===== src/rtl/scrambler_frame_ctrl.sv =====
// rtl/scrambler_frame_ctrl.sv - frame sequencer for the x^7+x^4+1 scrambler datapath
// Optional feature macro: SCRAMBLER_TAIL_EN (adds 6-cycle TAIL state with zeroed tx_bit)
module scrambler_frame_ctrl #(
  parameter int LEN_W    = 12,
  parameter int SVC_BITS = 16,
  parameter int SCR_LAT  = 1
) (
  input  logic             clock,
  input  logic             reset,
  input  logic             start,
  input  logic [LEN_W-1:0] length,
  input  logic [7:0]       byte_data,
  input  logic             byte_valid,
  output logic             byte_ready,
  output logic             scr_reset,
  output logic             scr_enable,
  output logic             scr_bit_in,
  input  logic             scr_bit_out,
  output logic             tx_bit,
  output logic             tx_valid,
  output logic             busy,
  output logic             done
);

  localparam int TAIL_BITS = 6;
  // Shared counter for SERVICE bits and tail cycles; must hold both terminal counts.
  localparam int CNT_W = (SVC_BITS > 8) ? $clog2(SVC_BITS) : 3;

`ifdef SCRAMBLER_TAIL_EN
  typedef enum logic [2:0] {IDLE, SEED, SVC, DATA, TAIL, FIN} state_t;
  localparam state_t POST = TAIL;
`else
  typedef enum logic [2:0] {IDLE, SEED, SVC, DATA, FIN} state_t;
  localparam state_t POST = FIN;
`endif

  state_t             state, state_nx;
  logic [CNT_W-1:0]   bit_cnt;
  logic [LEN_W-1:0]   byte_cnt;
  logic [7:0]         shreg;
  logic [2:0]         idx;
  logic               loaded;
  logic [SCR_LAT-1:0] en_pipe;
  logic               accept;

  // A new byte may enter when the shift register is empty or draining its last bit.
  assign byte_ready = (state == DATA) && (byte_cnt != '0) && (!loaded || (idx == 3'd7));
  assign accept     = byte_valid & byte_ready;
  assign tx_valid   = en_pipe[SCR_LAT-1];
  assign busy       = (state != IDLE) && !done;

  // Next-state and per-state scrambler controls.
  always_comb begin
    state_nx   = state;
    scr_reset  = 1'b0;
    scr_enable = 1'b0;
    scr_bit_in = 1'b0;
    done       = 1'b0;
    case (state)
      IDLE: begin
        if (start) state_nx = SEED;
      end
      SEED: begin
        scr_reset = 1'b1;
        state_nx  = SVC;
      end
      SVC: begin
        scr_enable = 1'b1;
        if (bit_cnt == CNT_W'(SVC_BITS - 1)) state_nx = (byte_cnt == '0) ? POST : DATA;
      end
      DATA: begin
        if (loaded) begin
          scr_enable = 1'b1;
          scr_bit_in = shreg[idx];
          if ((idx == 3'd7) && (byte_cnt == '0) && !accept) state_nx = POST;
        end
      end
`ifdef SCRAMBLER_TAIL_EN
      TAIL: begin
        scr_enable = 1'b1;
        if (bit_cnt == CNT_W'(TAIL_BITS - 1)) state_nx = FIN;
      end
`endif
      FIN: begin
        if (en_pipe == '0) begin
          done     = 1'b1;
          state_nx = IDLE;
        end
      end
      default: state_nx = IDLE;
    endcase
  end

  // State register.
  always_ff @(posedge clock or posedge reset) begin
    if (reset) state <= IDLE;
    else       state <= state_nx;
  end

  // SERVICE/tail cycle counter restarts on every state change.
  always_ff @(posedge clock or posedge reset) begin
    if (reset)                                bit_cnt <= '0;
    else if (state_nx != state)               bit_cnt <= '0;
`ifdef SCRAMBLER_TAIL_EN
    else if ((state == SVC) || (state == TAIL)) bit_cnt <= bit_cnt + 1'b1;
`else
    else if (state == SVC)                    bit_cnt <= bit_cnt + 1'b1;
`endif
  end

  // Remaining-byte counter: latched from length at start, decremented per accepted byte.
  always_ff @(posedge clock or posedge reset) begin
    if (reset)                        byte_cnt <= '0;
    else if ((state == IDLE) && start) byte_cnt <= length;
    else if (accept)                  byte_cnt <= byte_cnt - 1'b1;
  end

  // Byte shift register: load on accept, step through bits LSB first on issue.
  always_ff @(posedge clock or posedge reset) begin
    if (reset) begin
      shreg  <= '0;
      idx    <= '0;
      loaded <= 1'b0;
    end else if (state != DATA) begin
      idx    <= '0;
      loaded <= 1'b0;
    end else if (accept) begin
      shreg  <= byte_data;
      idx    <= '0;
      loaded <= 1'b1;
    end else if (loaded) begin
      if (idx == 3'd7) loaded <= 1'b0;
      else             idx    <= idx + 3'd1;
    end
  end

  // Enable delay line matching the scrambler latency; drives tx_valid.
  always_ff @(posedge clock or posedge reset) begin
    if (reset) begin
      en_pipe <= '0;
    end else begin
      en_pipe[0] <= scr_enable;
      for (int i = 1; i < SCR_LAT; i++) en_pipe[i] <= en_pipe[i-1];
    end
  end

`ifdef SCRAMBLER_TAIL_EN
  logic [SCR_LAT-1:0] tail_pipe;

  // Marks which returning bits belong to tail cycles so they can be zeroed.
  always_ff @(posedge clock or posedge reset) begin
    if (reset) begin
      tail_pipe <= '0;
    end else begin
      tail_pipe[0] <= (state == TAIL);
      for (int i = 1; i < SCR_LAT; i++) tail_pipe[i] <= tail_pipe[i-1];
    end
  end

  assign tx_bit = tail_pipe[SCR_LAT-1] ? 1'b0 : scr_bit_out;
`else
  assign tx_bit = scr_bit_out;
`endif

endmodule


===== config.mk =====
export PLATFORM = sky130hd
export DESIGN_NAME = scrambler_frame_ctrl
export DESIGN_NICKNAME = d
export VERILOG_FILES = /design/src/rtl/scrambler_frame_ctrl.sv
export SDC_FILE = /design/constraint.sdc
export NUM_CORES = 1
export LEC_CHECK = 0
export CAP_MARGIN = 20
export CORE_UTILIZATION = 47
export CTS_CLUSTER_DIAMETER = 120
export DETAILED_ROUTE_END_ITERATION = 12
export PLACE_DENSITY = 0.81
export SLEW_MARGIN = 20
export SYNTH_ARGS = -nofsm -noshare
export SYNTH_HDL_FRONTEND = slang
export SYNTH_SLANG_ARGS = --single-unit
export TNS_END_PERCENT = 10

===== constraint.sdc =====
create_clock -name clock -period 2.2 [get_ports clock]
set_input_delay 0.44 -clock clock [delete_from_list [all_inputs] [get_ports clock]]
set_output_delay 0.44 -clock clock [all_outputs]
set_load 0.1 [all_outputs]

# Word-level counts from Yosys, hierarchy flattened
# Cells that the tools add are included.
[word_totals]
reg_bits = 32
elab_cells = 69
[op_classes]
n_addsub = 3
order_cmp = 1
eq_ne = 9
mux = 28
bitwise = 2
reduce_logical = 19
[ops]
columns = ["op", "n"]
rows = [
  ["2-to-1 mux 3 bit", 10],
  ["2-to-1 mux 12 bit", 2],
  ["one-hot mux 3 bit (5 select lines)", 1],
  ["logical NOT 12 bit", 1],
  ["nonzero test 12 bit", 1],
  ["subtractor 12 x 1 -> 12 bit, second input constant", 1],
  ["2-to-1 mux 1 bit", 11],
  ["2-to-1 mux 4 bit", 2],
  ["equality test 3 x 2 -> 1 bit, second input constant", 2],
  ["equality test 3 bit, second input constant", 2],
  ["logical AND 1 bit", 6],
  ["inequality test 3 x 2 -> 1 bit, second input constant", 2],
  ["nonzero test 3 bit", 2],
  ["adder 4 x 1 -> 4 bit, second input constant", 1],
  ["equality test 4 bit, second input constant", 1],
  ["less-than comparator 3 x 4 -> 1 bit, second input constant", 1],
  ["AND reduction 2 bit", 2],
  ["nonzero test 2 bit", 2],
  ["adder 3 x 1 -> 3 bit, second input constant", 1],
  ["binary-select mux 1 bit (select 3 bit)", 1],
  ["equality test 3 x 1 -> 1 bit, second input constant", 1],
  ["logical NOT 1 bit", 3],
  ["logical NOT 3 bit", 1],
  ["inequality test 3 bit", 1],
  ["4 further kinds", 4],
]

# Longest topological paths before layout
# Gate-level depths: netlist (run 1).
[logic_depth]
depth_word = 11
ltp_mapped = 9
depth_no_buf = 7

# Least setup slack after synthesis (run 1)
# No wires, ideal clock.
[synth_timing]
kind = "flip-flop to output port"
from = "register state[2]"
to = "output port scr_bit_in"
arrival_time_ns = 2.884
t_required_ns = 1.760
setup_slack_ns = -1.124
path_stages_with_launch = 4
path_buffers = 1
path_cell_list = "dfrtp_1 -> buf_2 -> nand3b_1 -> nor3_1"
[synth_via]
elab_chain_cells = 2
[synth_rtl]
columns = ["element", "line_no", "text"]
rows = [
  ["start, declared", "37", "state_t state, state_nx;"],
  ["start signal, assigned", "97", "else state <= state_nx;"],
  ["equality test 3 x 2 -> 1 bit", "59", "case (state)"],
  ["2-to-1 mux 1 bit", "59", ""],
  ["end, declared", "17", "output logic scr_bit_in,"],
]
# Every way passes these cells.

# Worst setup path in the final report (run 1)
[layout_timing]
from = "register idx[0]"
to = "output port scr_bit_in"
[layout_via]
elab_chain_cells = 4
[layout_rtl]
columns = ["element", "line_no", "text"]
rows = [
  ["start, declared", "41", "logic [2:0] idx;"],
  ["start signal, assigned", "133", "else idx <= idx + 3'd1;"],
  ["binary-select mux 1 bit (select 3 bit)", "74", "scr_bit_in = shreg[idx];"],
  ["2-to-1 mux 1 bit (implied by the code)", "74", ""],
  ["2-to-1 mux 1 bit", "72", "if (loaded) begin"],
  ["2-to-1 mux 1 bit", "59", ""],
]
# Every way passes these cells. The select of a mux whose other input is x is not followed.

==> results.md, run 1 <==
- Syn_nets: 210
- Psw: 0.00129 W
- Setup violations, final: 0
- Comb pwr share: 0.492
- Post-CTS Hold Buffers: 0
- Max-slew violations: 0
- HP Class: reg2reg
- Slew margin rel.: 0.727
- Setup Skew: 0.00567 ns
- Worst EP arrival: 1.71 ns
- Internal Dissipation: 0.00190 W
- Clock Path Buffers: 2
- Met3 wire length: 147 um
- Post-Syn Area: 1800 um2
- Area Growth Syn to Fin: 34.5%
- CP max stage cell: mux4_2
- Worst Setup EP: scr_bit_in
- CTS Buf Count: 5
- Crit share post-route: 0.979
- Largest net degree at the start of global routing: 33
- Ys async rst share: 1.00
- Wire length on met2: 1.84 mm
- Unique masters post-synth: 50
- PwrDens: 1320 nW/um2
- Register Area: 801 um2
- Port Buffers: 30
- DRC errors left: 0
- Crit-path max cell delay: 0.49 ns
- Flop pwr share: 0.337
- Clock share of power: 0.172
- Die area: 4070 um2
- First-pass GRT wire length: 6.75 mm
- CTS Sinks: 32
- Sequential share of the synthesized area: 0.446
- Initial Util: 0.491
- Final wirelength: 3.80 mm
- Tmin final: 2.15 ns
- Setup TNS after final layout: 0 ns
- Mapped Avg Cell Area: 9.98 um2
- Initial antenna violation count: 0
- Synthesis-stage register bit count: 32
- Vias post-DR: 1492
- Req. time, crit path: 1.76 ns
- Vias in the first global route: 1502
- Mapped Cells: 180
- CP startpoint kind: flip-flop
- Htree depth: 2
- Clk_lat worst skew: 0.28 ns
- R2r setup slk: 0.14 ns
- FF-to-FF Start: byte_cnt[5]
- Fmax: 0.464 GHz
- Multi-input gate area in the final layout: 981 um2
- Remaining antenna violation count: 0
- Clock root buffer: clkbuf_8
- Antenna Cells: 0
- Unrepaired setup endpoints after global routing: yes
- Final Net Count: 250
- Kind of critical path: reg2out
- Critical Path Source: idx[0]
- Max layer used: met4
- Iteration-0 DRC Markers: 82
- R2R cell count: 5
- Post-DP HPWL: 2.69 mm
- Wl on met1: 1.73 mm
- Worst-path fanout max: 4
- R2r endpoint: byte_cnt[11]
- Iteration count of the initial detailed-routing pass: 5
- Total power: 0.00319 W
- Ys flop type: dfrtp_1
- Global-route usage over all layers: 0.215
- Crit path cell chain: buf_4 -> mux4_2 -> mux2i_1 -> nor3_2 -> buf_12
- Layout cells sized above 1: 0.195
- Clock-pin slew on the worst setup and hold paths: 0.06 ns
- Congestion Overflow GR: 0
- P_leak: 1.02 nW
- Yosys Warn Count: 0
- VDD IR-drop max: 0.729 mV
- Post-synth EDFFs: 0
- Status: finished clean
- Max_cap viols: 0
- Area of the core: 3660 um2
- Core Rows: 22
- Die Y: 63.8 um
- Die width: 63.8 um
- Commonest non-fill, non-tap cell in the layout: dfrtp_1
- Ports: 33
- CP Capture Type: output pin
- Vias per cell: 5.55
- WL per Instance: 14.1 um
- Fin. Hold Viols: 0
- Most frequent cells in the layout: 32 x dfrtp_1, 23 x clkdlybuf4s50_1, 20 x nand2_1
- Routability cong.: 0.902
- Least-Margin Pin Slew: 0.410 ns
- TritonCTS clock tree: yes
- FILL cells: 295
- Net Sw Frac: 0.406
==> how the worst min path moves through the flow <==
stage                to     start  slack (ns)  cells past startpoint
2_1_floorplan  shreg[6]  shreg[6]        0.46                      1
3_3_place_gp   shreg[2]  shreg[2]        0.47                      1
3_5_place_dp   shreg[2]  shreg[2]        0.48                      1
4_1_cts        shreg[2]  shreg[2]        0.49                      1
5_1_grt        shreg[1]  shreg[1]        0.51                      1
6_report       shreg[2]  shreg[2]        0.49                      1
==> stage by stage <==
step	hold WS [ns]	worst slack (ns)	util	instances	instance area [um2]
after floorplan	0.459	-0.465	-	180	1810
after global placement	0.468	0.111	0.610	257	2230
after detailed placement	0.477	0.0456	0.610	257	2230
after CTS	0.492	0.0142	0.654	268	2390
after global routing	0.505	-0.0302	0.660	269	2420
final	0.485	0.0464	0.660	269	2420
==> worst max-delay path, delay by kind of cell (launching register included) <==
family	cells	cell delay, ns
buf+inv	2	0.32
mux	2	0.67
flops	1	0.36
simple gates	1	0.08
==> timing repair <==
action,in CTS,in global routing
gates resized for setup,6,2
setup buffers,3,1
pin swaps,1,1
endpoints found under the setup margin,1,7
==> layer usage <==
layer / up-vias / global-route usage
met1: 724 / 0.274
met3: 8 / 0.0446
met2: 36 / 0.347
met4: 0 / 0.102
li1: 724 / -
met5: - / 0
==> registers in the layout (all words and copies together) (netlist names) <==
| register | flops |
|---|---|
| shreg | 8 |
| loaded | 1 |
| idx | 3 |
| byte_cnt | 12 |
| bit_cnt | 4 |
| state | 3 |
| tx_valid | 1 |
==> area by class of cell <==
type,count,share of cell area
sequential,32,0.331
inverter,5,0.00777
tap,48,0.0249
clock inverter,2,0.0145
multi-input combinational,134,0.406
clock buffer,6,0.0300
timing repair buffer,42,0.185
==> power groups by stage <==
| stage | logic, W | registers, W | clock network, W |
|---|---|---|---|
| 2_1_floorplan | 0.00104 | 0.00106 | 0 |
| 3_3_place_gp | 0.00145 | 0.00105 | 0 |
| 3_5_place_dp | 0.00148 | 0.00106 | 0 |
| 4_1_cts | 0.00155 | 0.00106 | 0.000555 |
| 5_1_grt | 0.00171 | 0.00111 | 0.000588 |
| 6_report | 0.00157 | 0.00107 | 0.000548 |
==> cell families after synthesis <==
| group | count (synthesis) | synth area share |
|---|---|---|
| simple gates | 76 | 0.236 |
| flops | 32 | 0.446 |
| compound gates | 29 | 0.0982 |
| buf+inv | 14 | 0.0397 |
| mux | 13 | 0.0919 |
| xor+xnor | 11 | 0.0536 |
| fa+ha+maj | 5 | 0.0348 |
==> synth_stat cells, types with 3 or more instances <==
library cell | count | area [um2]
nand3_1 | 5 | 25.0
nor3_1 | 5 | 25.0
mux2i_1 | 3 | 30.0
xnor2_1 | 6 | 52.6
nor4_1 | 3 | 18.8
nor2_1 | 14 | 52.6
dfrtp_1 | 32 | 801
ha_1 | 5 | 62.6
nor4b_1 | 3 | 26.3
a21oi_1 | 9 | 45.0
xor2_1 | 5 | 43.8
o21ai_1 | 7 | 35.0
buf_2 | 3 | 15.0
mux2_1 | 8 | 90.1
nand4_1 | 3 | 18.8
nand2_1 | 20 | 75.1
inv_1 | 5 | 18.8
nor3b_1 | 3 | 22.5
Note: power is estimated with default switching activity, not from simulation.
==> inputs of run 2 (changes only) <==
CORE_UTILIZATION = 35   (was 47)
PLACE_DENSITY = 0.64   (was 0.81)
==> run 2 against run 1 <==
The flow now finishes with violations (setup timing); sequential power about the same; first-iteration DRC count up 4.9%; routed wire length up 2.9%; critical path depth up 2; clock power up 3%; die area up 33%; combinational power up 5%; cell count up 10%; non-clock buffer count up 9; critical path type unchanged; highest routed layer unchanged.
==> results.md, run 2 (synthesized netlist as in run 1, its figures left out) <==
- FILL cells: 456
- Clock share of power: 0.173
- Core Rows: 25
- R2R cell count: 10
- Crit path cell chain: inv_1 -> ha_2 -> nor4b_2 -> buf_4 -> and4b_2 -> nor2_4 -> buf_12
- Max FFs per register: 12
- Crit-path max cell delay: 0.35 ns
- Htree depth: 2
- DRC errors left: 0
- Status: finished with violations
- Largest net degree at the start of global routing: 33
- Vias per cell: 4.97
- Flop pwr share: 0.322
- Net Sw Frac: 0.406
- Initial antenna violation count: 0
- Final wirelength: 3.91 mm
- Commonest non-fill, non-tap cell in the layout: dfrtp_1
- Placed inst area: 2320 um2
- Final Net Count: 259
- Die area: 5420 um2
- Critical path depth: 7
- Setup Skew: 0.0100 ns
- Remaining antenna violation count: 0
- Top cell family by delay on the critical path: simple AND/OR/NAND/NOR gates
- Area Growth Syn to Fin: 40.5%
- Die Y: 73.7 um
- Clock Path Buffers: 2
- Kind of critical path: reg2out
- Crit share post-route: 1.01
- Global-route usage over all layers: 0.169
- VDD IR-drop max: 0.853 mV
- TritonCTS clock tree: yes
- CTS Sinks: 32
- CTS Buf Count: 5
- CP startpoint kind: flip-flop
- Max_cap viols: 0
- Iteration-0 DRC Markers: 86
- Wl on met1: 1.84 mm
- Clock root buffer: clkbuf_8
- Clk_lat worst skew: 0.29 ns
- Finished Layout Cells: 297
- Setup ws final: -0.0206 ns
- Internal Dissipation: 0.00195 W
- Worst EP arrival: 1.78 ns
- Post-route cell area: 2520 um2
- Least-Margin Pin Slew: 0.410 ns
- WL per Instance: 13.2 um
- CP max stage cell: dfrtp_1
- Fmax: 0.450 GHz
- Vias in the first global route: 1494
- Slew margin rel.: 0.726
- Buffers & Inverters on Critical Path: 3
- CP Capture Type: output pin
- HP Class: reg2reg
- Psw: 0.00133 W
- Hold depth: 1
- P_leak: 1.06 nW
- Antenna Cells: 0
- PwrDens: 1300 nW/um2
- Failing checks: setup timing
- Dpl cells: 284
- Ports: 33
- Area of the core: 4820 um2
- Unrepaired setup endpoints after global routing: yes
- Comb pwr share: 0.505
- Post-DP HPWL: 2.80 mm
- Fin. Hold Viols: 0
- Clock-pin slew on the worst setup and hold paths: 0.07 ns
- Req. time, crit path: 1.76 ns
- Max layer used: met4
- Tmin final: 2.22 ns
- Die width: 73.7 um
- Layout cells sized above 1: 0.248
- Max-slew violations: 0
- Initial Util: 0.373
- Congestion Overflow GR: 0
- Final core utilization: 0.524
- Worst-path fanout max: 3
- Iteration count of the initial detailed-routing pass: 4
- Regs by FF count: byte_cnt: 12 flops, shreg: 8 flops, bit_cnt: 4 flops
- Port Buffers: 30
- Multi-input gate area in the final layout: 993 um2
- Met3 wire length: 119 um
- Routability cong.: 0.846
- Setup violations, final: 1
- Wire length on met2: 1.90 mm
- Register Area: 801 um2
- Vias post-DR: 1476
- Largest reg by FF count: byte_cnt
- Most frequent cells in the layout: 32 x dfrtp_1, 23 x clkdlybuf4s50_1, 22 x buf_4
- First-pass GRT wire length: 6.82 mm
-- run 2: worst register-to-register path, cell delays in order (launching register included) --
cell	delay [ns]
dfrtp_1	0.35
inv_1	0.06
ha_2	0.18
nor4b_2	0.15
buf_4	0.14
and4b_2	0.26
buf_4	0.14
buf_4	0.13
or3_1	0.39
o2111ai_2	0.13
nor2_1	0.08
-- run 2: layout make-up --
type                            instances  area share
Multi-Input combinational cell        134       0.394
Sequential cell                        32       0.317
Timing Repair Buffer                   51       0.204
Tap cell                               67      0.0332
Clock buffer                            5      0.0273
Clock inverter                          3      0.0169
Inverter                                5     0.00744
-- run 2: power groups by stage --
stage / logic, W / clock network (W) / registers [W]
after floorplan: 0.00104 / 0 / 0.00106
after global placement: 0.00154 / 0 / 0.00104
after detailed placement: 0.00156 / 0 / 0.00105
after CTS: 0.00164 / 0.000576 / 0.00105
after global routing: 0.00180 / 0.000605 / 0.00110
final: 0.00165 / 0.000566 / 0.00106
-- run 2: final timing paths --
path | from | to | slack (ns)
setup / recovery | byte_cnt[0] | byte_ready | -0.02
hold / removal | shreg[2] | shreg[2] | 0.49
setup reg to reg | byte_cnt[0] | bit_cnt[2] | 0.09
hold reg to reg | shreg[2] | shreg[2] | 0.49
max in group asynchronous | reset | byte_cnt[7] | 1.36
min in group asynchronous | reset | byte_cnt[1] | 0.53
-- run 2: metrics by stage --
step	setup TNS (ns)	hold WS (ns)	setup slack, ns	power, W
3_3_place_gp	0	0.472	0.144	0.00258
5_1_grt	-0.172	0.512	-0.0824	0.00350
2_1_floorplan	-2.26	0.459	-0.465	0.00211
3_5_place_dp	0	0.479	0.130	0.00260
6_report	-0.0206	0.490	-0.0206	0.00327
4_1_cts	0	0.497	0.0215	0.00327
-- run 2: per-layer routing --
layer  GRT usage  vias to the layer above
met2       0.266                       27
met3      0.0439                        7
li1            -                      741
met4      0.0662                        0
met1       0.223                      701
met5           0                        -
-- run 2: what timing repair did --
action,4_1_cts,5_1_grt
hold buffers,0,0
setup buffers,5,0
cloned,0,0
pin swaps,1,1
resized for setup,7,4
endpoints found under the setup margin,1,9
